==> src/rtl/instruction_fetch.sv <==
// Instruction fetch: issues one imem read per cycle for pc, tags each read with its
// address, buffers returned words in an in-order FIFO and drops fetches killed by redirect.
module instruction_fetch #(
    parameter int FIFO_DEPTH      = 4,
    parameter int MAX_OUTSTANDING = 2
) (
    input  logic        clk,
    input  logic        reset,
    input  logic [31:0] pc,
    input  logic        redirect,
    output logic        fetch_stall,
    output logic        imem_req_valid,
    output logic [31:0] imem_req_addr,
    input  logic        imem_req_ready,
    input  logic        imem_resp_valid,
    input  logic [31:0] imem_resp_data,
    output logic        instr_valid,
    output logic [31:0] instr,
    output logic [31:0] instr_pc,
    input  logic        instr_ready
);

    localparam int OW = $clog2(MAX_OUTSTANDING + 1);
    localparam int TW = (MAX_OUTSTANDING > 1) ? $clog2(MAX_OUTSTANDING) : 1;
    localparam int FW = (FIFO_DEPTH > 1) ? $clog2(FIFO_DEPTH) : 1;
    localparam int CW = $clog2(FIFO_DEPTH + 1);
    localparam logic [TW-1:0] TAG_LAST = TW'(MAX_OUTSTANDING - 1);

    logic [OW-1:0] out_cnt_q, out_cnt_d;
    logic [OW-1:0] stale_cnt_q, stale_cnt_d;

    logic [31:0]   tag_q [MAX_OUTSTANDING];
    logic [TW-1:0] tag_wr_q, tag_wr_d;
    logic [TW-1:0] tag_rd_q, tag_rd_d;

    logic [31:0]   ins_mem_q [FIFO_DEPTH];
    logic [31:0]   pc_mem_q  [FIFO_DEPTH];
    logic [FW-1:0] wr_ptr_q, wr_ptr_d;
    logic [FW-1:0] rd_ptr_q, rd_ptr_d;
    logic [CW-1:0] fifo_cnt_q, fifo_cnt_d;

    logic [31:0] committed;
    logic        issue;
    logic        resp_accept;
    logic        resp_stale;
    logic        fifo_push;
    logic        fifo_pop;

    // Live reads already own a FIFO slot, so issue can never overflow the buffer.
    always_comb begin
        committed      = 32'(out_cnt_q) - 32'(stale_cnt_q) + 32'(fifo_cnt_q);
        imem_req_valid = reset
                         && (32'(out_cnt_q) < 32'(MAX_OUTSTANDING))
                         && (committed < 32'(FIFO_DEPTH));
        imem_req_addr  = {pc[31:2], 2'b00};
        issue          = imem_req_valid && imem_req_ready;
        fetch_stall    = !issue;

        resp_accept    = imem_resp_valid && (out_cnt_q != '0);
        resp_stale     = resp_accept && (stale_cnt_q != '0);
        fifo_push      = resp_accept && !resp_stale && !redirect;

        instr_valid    = (fifo_cnt_q != '0) && !redirect;
        fifo_pop       = instr_valid && instr_ready;
        instr          = ins_mem_q[rd_ptr_q];
        instr_pc       = pc_mem_q[rd_ptr_q];
    end

    always_comb begin
        out_cnt_d = out_cnt_q + OW'(issue) - OW'(resp_accept);

        stale_cnt_d = stale_cnt_q;
        if (redirect) begin
            stale_cnt_d = out_cnt_q - OW'(resp_accept);
        end else if (resp_stale) begin
            stale_cnt_d = stale_cnt_q - OW'(1);
        end

        tag_wr_d = tag_wr_q;
        if (issue) begin
            tag_wr_d = (tag_wr_q == TAG_LAST) ? '0 : tag_wr_q + TW'(1);
        end
        tag_rd_d = tag_rd_q;
        if (resp_accept) begin
            tag_rd_d = (tag_rd_q == TAG_LAST) ? '0 : tag_rd_q + TW'(1);
        end

        wr_ptr_d   = wr_ptr_q;
        rd_ptr_d   = rd_ptr_q;
        fifo_cnt_d = fifo_cnt_q;
        if (redirect) begin
            wr_ptr_d   = rd_ptr_q;
            fifo_cnt_d = '0;
        end else begin
            wr_ptr_d   = wr_ptr_q + FW'(fifo_push);
            rd_ptr_d   = rd_ptr_q + FW'(fifo_pop);
            fifo_cnt_d = fifo_cnt_q + CW'(fifo_push) - CW'(fifo_pop);
        end
    end

    always_ff @(posedge clk or negedge reset) begin
        if (!reset) begin
            out_cnt_q   <= '0;
            stale_cnt_q <= '0;
            tag_wr_q    <= '0;
            tag_rd_q    <= '0;
            wr_ptr_q    <= '0;
            rd_ptr_q    <= '0;
            fifo_cnt_q  <= '0;
            for (int unsigned i = 0; i < MAX_OUTSTANDING; i++) begin
                tag_q[i] <= '0;
            end
            for (int unsigned i = 0; i < FIFO_DEPTH; i++) begin
                ins_mem_q[i] <= '0;
                pc_mem_q[i]  <= '0;
            end
        end else begin
            out_cnt_q   <= out_cnt_d;
            stale_cnt_q <= stale_cnt_d;
            tag_wr_q    <= tag_wr_d;
            tag_rd_q    <= tag_rd_d;
            wr_ptr_q    <= wr_ptr_d;
            rd_ptr_q    <= rd_ptr_d;
            fifo_cnt_q  <= fifo_cnt_d;
            if (issue) begin
                tag_q[tag_wr_q] <= pc;
            end
            if (fifo_push) begin
                ins_mem_q[wr_ptr_q] <= imem_resp_data;
                pc_mem_q[wr_ptr_q]  <= tag_q[tag_rd_q];
            end
        end
    end

    always_ff @(posedge clk) begin
        if (reset) begin
            assert (32'(out_cnt_d) <= 32'(MAX_OUTSTANDING))
                else $error("instruction_fetch: outstanding read count overflow");
            assert (stale_cnt_d <= out_cnt_d)
                else $error("instruction_fetch: stale count exceeds outstanding count");
            assert (!(fifo_push && !fifo_pop && (32'(fifo_cnt_q) == 32'(FIFO_DEPTH))))
                else $error("instruction_fetch: instruction buffer overflow");
        end
    end

endmodule
==> config.mk <==
export PLATFORM = sky130hd
export DESIGN_NAME = instruction_fetch
export DESIGN_NICKNAME = d
export VERILOG_FILES = /design/src/rtl/instruction_fetch.sv
export SDC_FILE = /design/constraint.sdc
export NUM_CORES = 1
export LEC_CHECK = 0
export ABC_AREA = 0
export ABC_CLOCK_PERIOD_IN_PS = 2700
export CAP_MARGIN = 30
export CORE_ASPECT_RATIO = 0.75
export CORE_UTILIZATION = 51
export DETAILED_ROUTE_END_ITERATION = 7
export GPL_TIMING_DRIVEN = 0
export PLACE_DENSITY = 0.76
export SLEW_MARGIN = 20
export SYNTH_ARGS = -nofsm -noshare
export SYNTH_HDL_FRONTEND = slang
export SYNTH_SLANG_ARGS = --single-unit
==> constraint.sdc <==
create_clock -name clk -period 2.7 [get_ports clk]
set_input_delay 0.405 -clock clk [delete_from_list [all_inputs] [get_ports clk]]
set_output_delay 0.405 -clock clk [all_outputs]
set_load 0.02 [all_outputs]
== Word-level counts from Yosys, hierarchy flattened ==
Cells that the tools add are included.
Word-level totals
  flip-flop bits (word level): 333
  input bits: 70
  output and inout bits: 99
  word-level logic and storage cells: 81
Operators by class
  $add $sub $neg: 12
  magnitude comparators: 8
  mux-type cells: 22
  bitwise operators: 4
  reduce and logical (&&, ||, !) cells: 18
Operators with widths (number)
  32-bit two-way mux: 9
  128-bit bitwise mux: 2
  32-bit binary-select mux with 2-bit select: 2
  64-bit bitwise mux: 1
  32-bit demux with 2-bit select: 1
  32-bit demux with 1-bit select: 1
  32-bit by 3-bit < comparator with 1-bit output, second input constant: 1
  1-bit logical AND: 11
  2-bit by 1-bit adder with 2-bit output: 3
  3-bit >= comparator, second input constant: 2
  2-bit two-way mux: 3
  2-bit inverter with 3-bit output: 2
  2-bit nonzero test: 3
  3-bit by 4-bit adder with 5-bit output: 1
  2-bit >= comparator, second input constant: 2
  1-bit inverter with 2-bit output: 2
  2-bit by 1-bit subtractor with 2-bit output: 2
  3-bit by 1-bit adder with 3-bit output: 1
  1-bit logical NOT: 3
  3-bit by 1-bit < comparator with 1-bit output, second input constant: 1
  3-bit two-way mux: 1
  3-bit nonzero test: 1
  2-bit by 2-bit subtractor with 3-bit output: 1
  3-bit by 1-bit subtractor with 3-bit output: 1
  other kinds (5): 7

== Logic depth before layout (Yosys ltp) ==
  word-level depth: 9
  depth in mapped cells: 13
  depth with buffers taken out: 13

== Worst setup path before layout ==
No wires, ideal clock.
  path type: reg-to-reg
  start point: register out_cnt_q[0]
  end point: register out_cnt_q[1]
  library setup time: 0.127 ns
  arrival: 3.092 ns
  data required time: 2.573 ns
  path slack: -0.519 ns
  stages on the path, launching flop included: 14
  path buffers: 0
  clock period less this slack: 3.219 ns
  path through: dfrtp_1 inv_1 ha_1 fa_1 inv_1 ha_1 and4b_1 a211oi_4 o211ai_1 ha_1 inv_1 ha_1 xnor2_1 xnor2_1
Between the ends
  word-level cells in the longest chain between the ends: 7
  elaborated cells on any way between the ends: 11
  classes of those cells: add/sub: 4; order compare: 2; reduce/logical: 5
Ends and longest elaborated chain
  from (decl): line 29  | logic [OW-1:0] out_cnt_q, out_cnt_d;
  from (signal assigned): line 118  | out_cnt_q <= out_cnt_d;
  2-bit by 2-bit subtractor with 3-bit output: line 51  | committed = 32'(out_cnt_q) - 32'(stale_cnt_q) + 32'(fifo_cnt_q);
  3-bit by 4-bit adder with 5-bit output: line 51
  32-bit by 3-bit < comparator with 1-bit output: line 54  | && (committed < 32'(FIFO_DEPTH));
  1-bit logical AND: line 54
  1-bit logical AND: line 56  | issue = imem_req_valid && imem_req_ready;
  2-bit by 1-bit adder with 2-bit output: line 70  | out_cnt_d = out_cnt_q + OW'(issue) - OW'(resp_accept);
  2-bit by 1-bit subtractor with 2-bit output (*): line 70
  named net out_cnt_d[1]: line 29
Mark *: on every way through the listed nets, which the timed path passes. The rest lies on a longest branch.
A chain may end at the register's enable or synchronous reset.

== Worst setup path in the final report ==
  start point: register out_cnt_q[0]
  end point: output fetch_stall
Between the ends
  word-level cells in the longest chain between the ends: 6
  elaborated cells on any way between the ends: 8
  classes of those cells: add/sub: 2; order compare: 2; reduce/logical: 4
Ends and longest elaborated chain
  2-bit by 2-bit subtractor with 3-bit output: line 51
  3-bit by 4-bit adder with 5-bit output: line 51
  32-bit by 3-bit < comparator with 1-bit output: line 54
  1-bit logical AND (*): line 54
  1-bit logical AND (*): line 56
  1-bit logical NOT (*): line 57  | fetch_stall = !issue;
  to (decl): line 11  | output logic fetch_stall,
Every way passes the cells marked *; elsewhere a longest branch is shown, timed or not.

==> metrics.yaml <==
status:
  status: "finished with violations"
  violations: "setup timing"
cells_and_area:
  nNetsFinal: 1370
  num_antenna_cells: 0
  area_delta_synth_final_pct: 26.6
  finalCoreUtilization: 0.664
  design_area_um2: 18800
  drive_gt1_frac: 0.343
placement:
  post-place-ws_ns: -0.771
  gp_congestion: 0.755
  hpwl_um: 22700
  port_buffers: 166
  placed_area_um2: 17100
global_route:
  grt_pass1_wl_um: 55600
  grt_overflow: 0
  grt_max_degree: 100
  antenna_found_initial: 0
  grt_pass1_vias: 9779
  grt_util_all_layers: 0.246
cts:
  htree_num_levels: 2
  cts_buffer_depth: 3
  cts_tree: "built"
  cts_buffers: 34
  cts_sinks: 333
  clk-insertion-delay-late_ns: 0.51
  clock-root-buffer: "clkbuf_16"
  clk_pin_slew_ns: 0.06
yosys:
  syn_avg_cell_area_um2: 14.1
  netlist_area_um2: 14900
  synth.ff_latch_count: 333
  ys_warn_count: 0
  synth_cells: 1054
  synth.top_cells.by_area: "dfrtp_1, mux2_2, mux4_2"
  synth_flop_cell: "dfrtp_1"
  seq_area_frac_synth: 0.561
  ys_types: 38
  yosysTopAreaCellShare: 0.561
  synth-edff-count: 0
  synthArstFlopShare: 1.00
  synth_top_area_cell: "dfrtp_1"
floorplanning:
  coreArea_um2: 28300
  dieArea_um2: 29800
  die_w_um: 199
  std_cell_rows: 53
  start_util: 0.525
  fp.dieH_um: 150
  pin_count: 169
timing:
  worst_clock_skew_ns: 0.0214
  setup-tns-final_ns: -18.89
  relSlewSlack: 0.412
  max_freq_ghz: 0.319
  final_hold_viol_count: 0
  fin_crit_ns: 3.13
  min_period_over_period: 1.16
  slew_violations: 0
  worstMarginPinSlew_ns: 0.882
  setup_ws_ns: -0.434
  hold_slack_ns: 0.0256
  finalSetupViolations: 68
  rsz0062_at_grt: "true"
worst_setup_path:
  required_ns: 2.30
  cp_max_fo: 2
  critPathKind: "reg2out"
  worstPathArrival_ns: 2.73
  end_kind: "primary output"
  cp-start-kind: "register"
detailed_routing:
  firstDrtPassIters: 7
  wirelength_um: 35200
  drc: 0
  vias: 9365
  routed_via_density: 5.53
  wire_per_inst_um: 20.8
  drtIter0Drc: 509
  ant_nets: 0
pwr:
  p_leak_nw: 8.81
  cellPowerDensity_nw_per_um2: 1180
  peakVddDrop_v: 0.000477
worst_hold_path:
  hold_class: "in2async"
run:
  drv_cap: 0
[synth_stat cells (4+ instances only)]
master	count
a21oi_1	32
buf_1	4
buf_2	39
buf_4	35
buf_6	6
clkbuf_1	15
dfrtp_1	333
ha_1	12
inv_1	12
mux2_2	133
mux2_4	60
mux2i_1	33
mux4_2	64
nand2_1	100
nor2_1	37
nor2b_1	5
o21ai_0	100
xnor2_1	9
[flip-flops by register name (all words and copies together), names as in the netlist, 2 cells and up]
signal / cells
stale_cnt_q: 2
fifo_cnt_q: 3
tag_q: 64
wr_ptr_q: 2
rd_ptr_q: 2
pc_mem_q: 128
out_cnt_q: 2
ins_mem_q: 128
[report_power, final]
group / internal, mW / switching [mW] / total, mW
clock network: 2.90 / 1.90 / 4.80
logic: 4.86 / 4.34 / 9.20
registers: 7.08 / 1.13 / 8.21
total: 14.8 / 7.37 / 22.2
[routing by layer]
layer,part of all wire,GRT usage,wire [um],vias to the layer above
li1,-,-,-,4191
met1,0.46,0.359,16100,4887
met2,0.47,0.386,16600,237
met3,0.056,0.0426,1990,50
met4,0.015,0.0550,542,0
met5,0,0,0,-
[logic make-up (layout without fill, tap and decap cells)]
logic type	after synthesis	count (layout)	share of synthesized area
simple gates	154	154	0.0447
fa+ha+maj	14	14	0.0128
other cells	1	2	0.000252
xor+xnor	10	10	0.00590
compound gates	139	139	0.0508
buf+inv	113	366	0.0437
mux	290	290	0.281
flops	333	333	0.561
[repair_timing]
item | CTS | global route
setup buffers | 14 | 5
gates resized for setup | 115 | 16
setup endpoints to repair | 130 | 114
endpoints found under the hold margin | 43 | 0
hold buffers | 6 | 0
gates cloned | 5 | 1
pin swaps | 7 | 2
[cell usage in the layout (no fill, tap or decap), types with 31 or more instances in the layout]
master,synthesis,routed
clkbuf_16,0,36
nor2_1,37,36
a21oi_1,32,32
dlygate4sd2_1,0,49
mux4_2,64,64
o21ai_0,100,100
mux2_2,133,129
buf_2,39,31
nand2_1,100,100
dfrtp_1,333,331
clkdlybuf4s50_1,0,112
buf_4,35,47
mux2i_1,33,33
mux2_4,60,64
[final timing paths]
path	startpoint	to	slack, ns	depth (start not counted)
min reg2reg	pc_mem_q[2]$_DFFE_PN0P_	pc_mem_q[2]$_DFFE_PN0P_	0.48	2
max in group asynchronous	reset	ins_mem_q[68]$_DFFE_PN0P_	1.48	3
max	out_cnt_q[0]$_DFF_PN0_	fetch_stall	-0.43	10
min in group clk	pc_mem_q[2]$_DFFE_PN0P_	pc_mem_q[2]$_DFFE_PN0P_	0.48	2
max reg2reg	out_cnt_q[0]$_DFF_PN0_	tag_q[45]$_DFFE_PN0P_	-0.39	14
min	reset	ins_mem_q[99]$_DFFE_PN0P_	0.03	3
[final cells by class]
cell class | instances | area, um^2
plain buffers | 98 | 712
clock buffers | 48 | 1010
clock inverters | 10 | 131
fillers | 2045 | 9510
inverters | 14 | 52.6
multi-input cells | 609 | 5970
flip-flops and latches | 333 | 8340
well taps | 385 | 482
repair buffers | 196 | 2110
[critical path, stage by stage, from the launching register on]
cell	delay [ns]
dfrtp_1	0.37
inv_2	0.07
ha_4	0.16
fa_2	0.52
inv_2	0.04
ha_4	0.25
nand3b_1	0.11
a211oi_4	0.27
buf_6	0.14
o211ai_1	0.11
buf_4	0.20
[through the flow]
step | std cells | power [mW]
after floorplan | 1055 | 14.0
after global placement | 1606 | 17.0
after detailed placement | 1609 | 17.3
after CTS | 1691 | 22.2
after global routing | 1693 | 23.4
final | 1693 | 22.2
No activity file was read; power rests on OpenSTA's default activity.
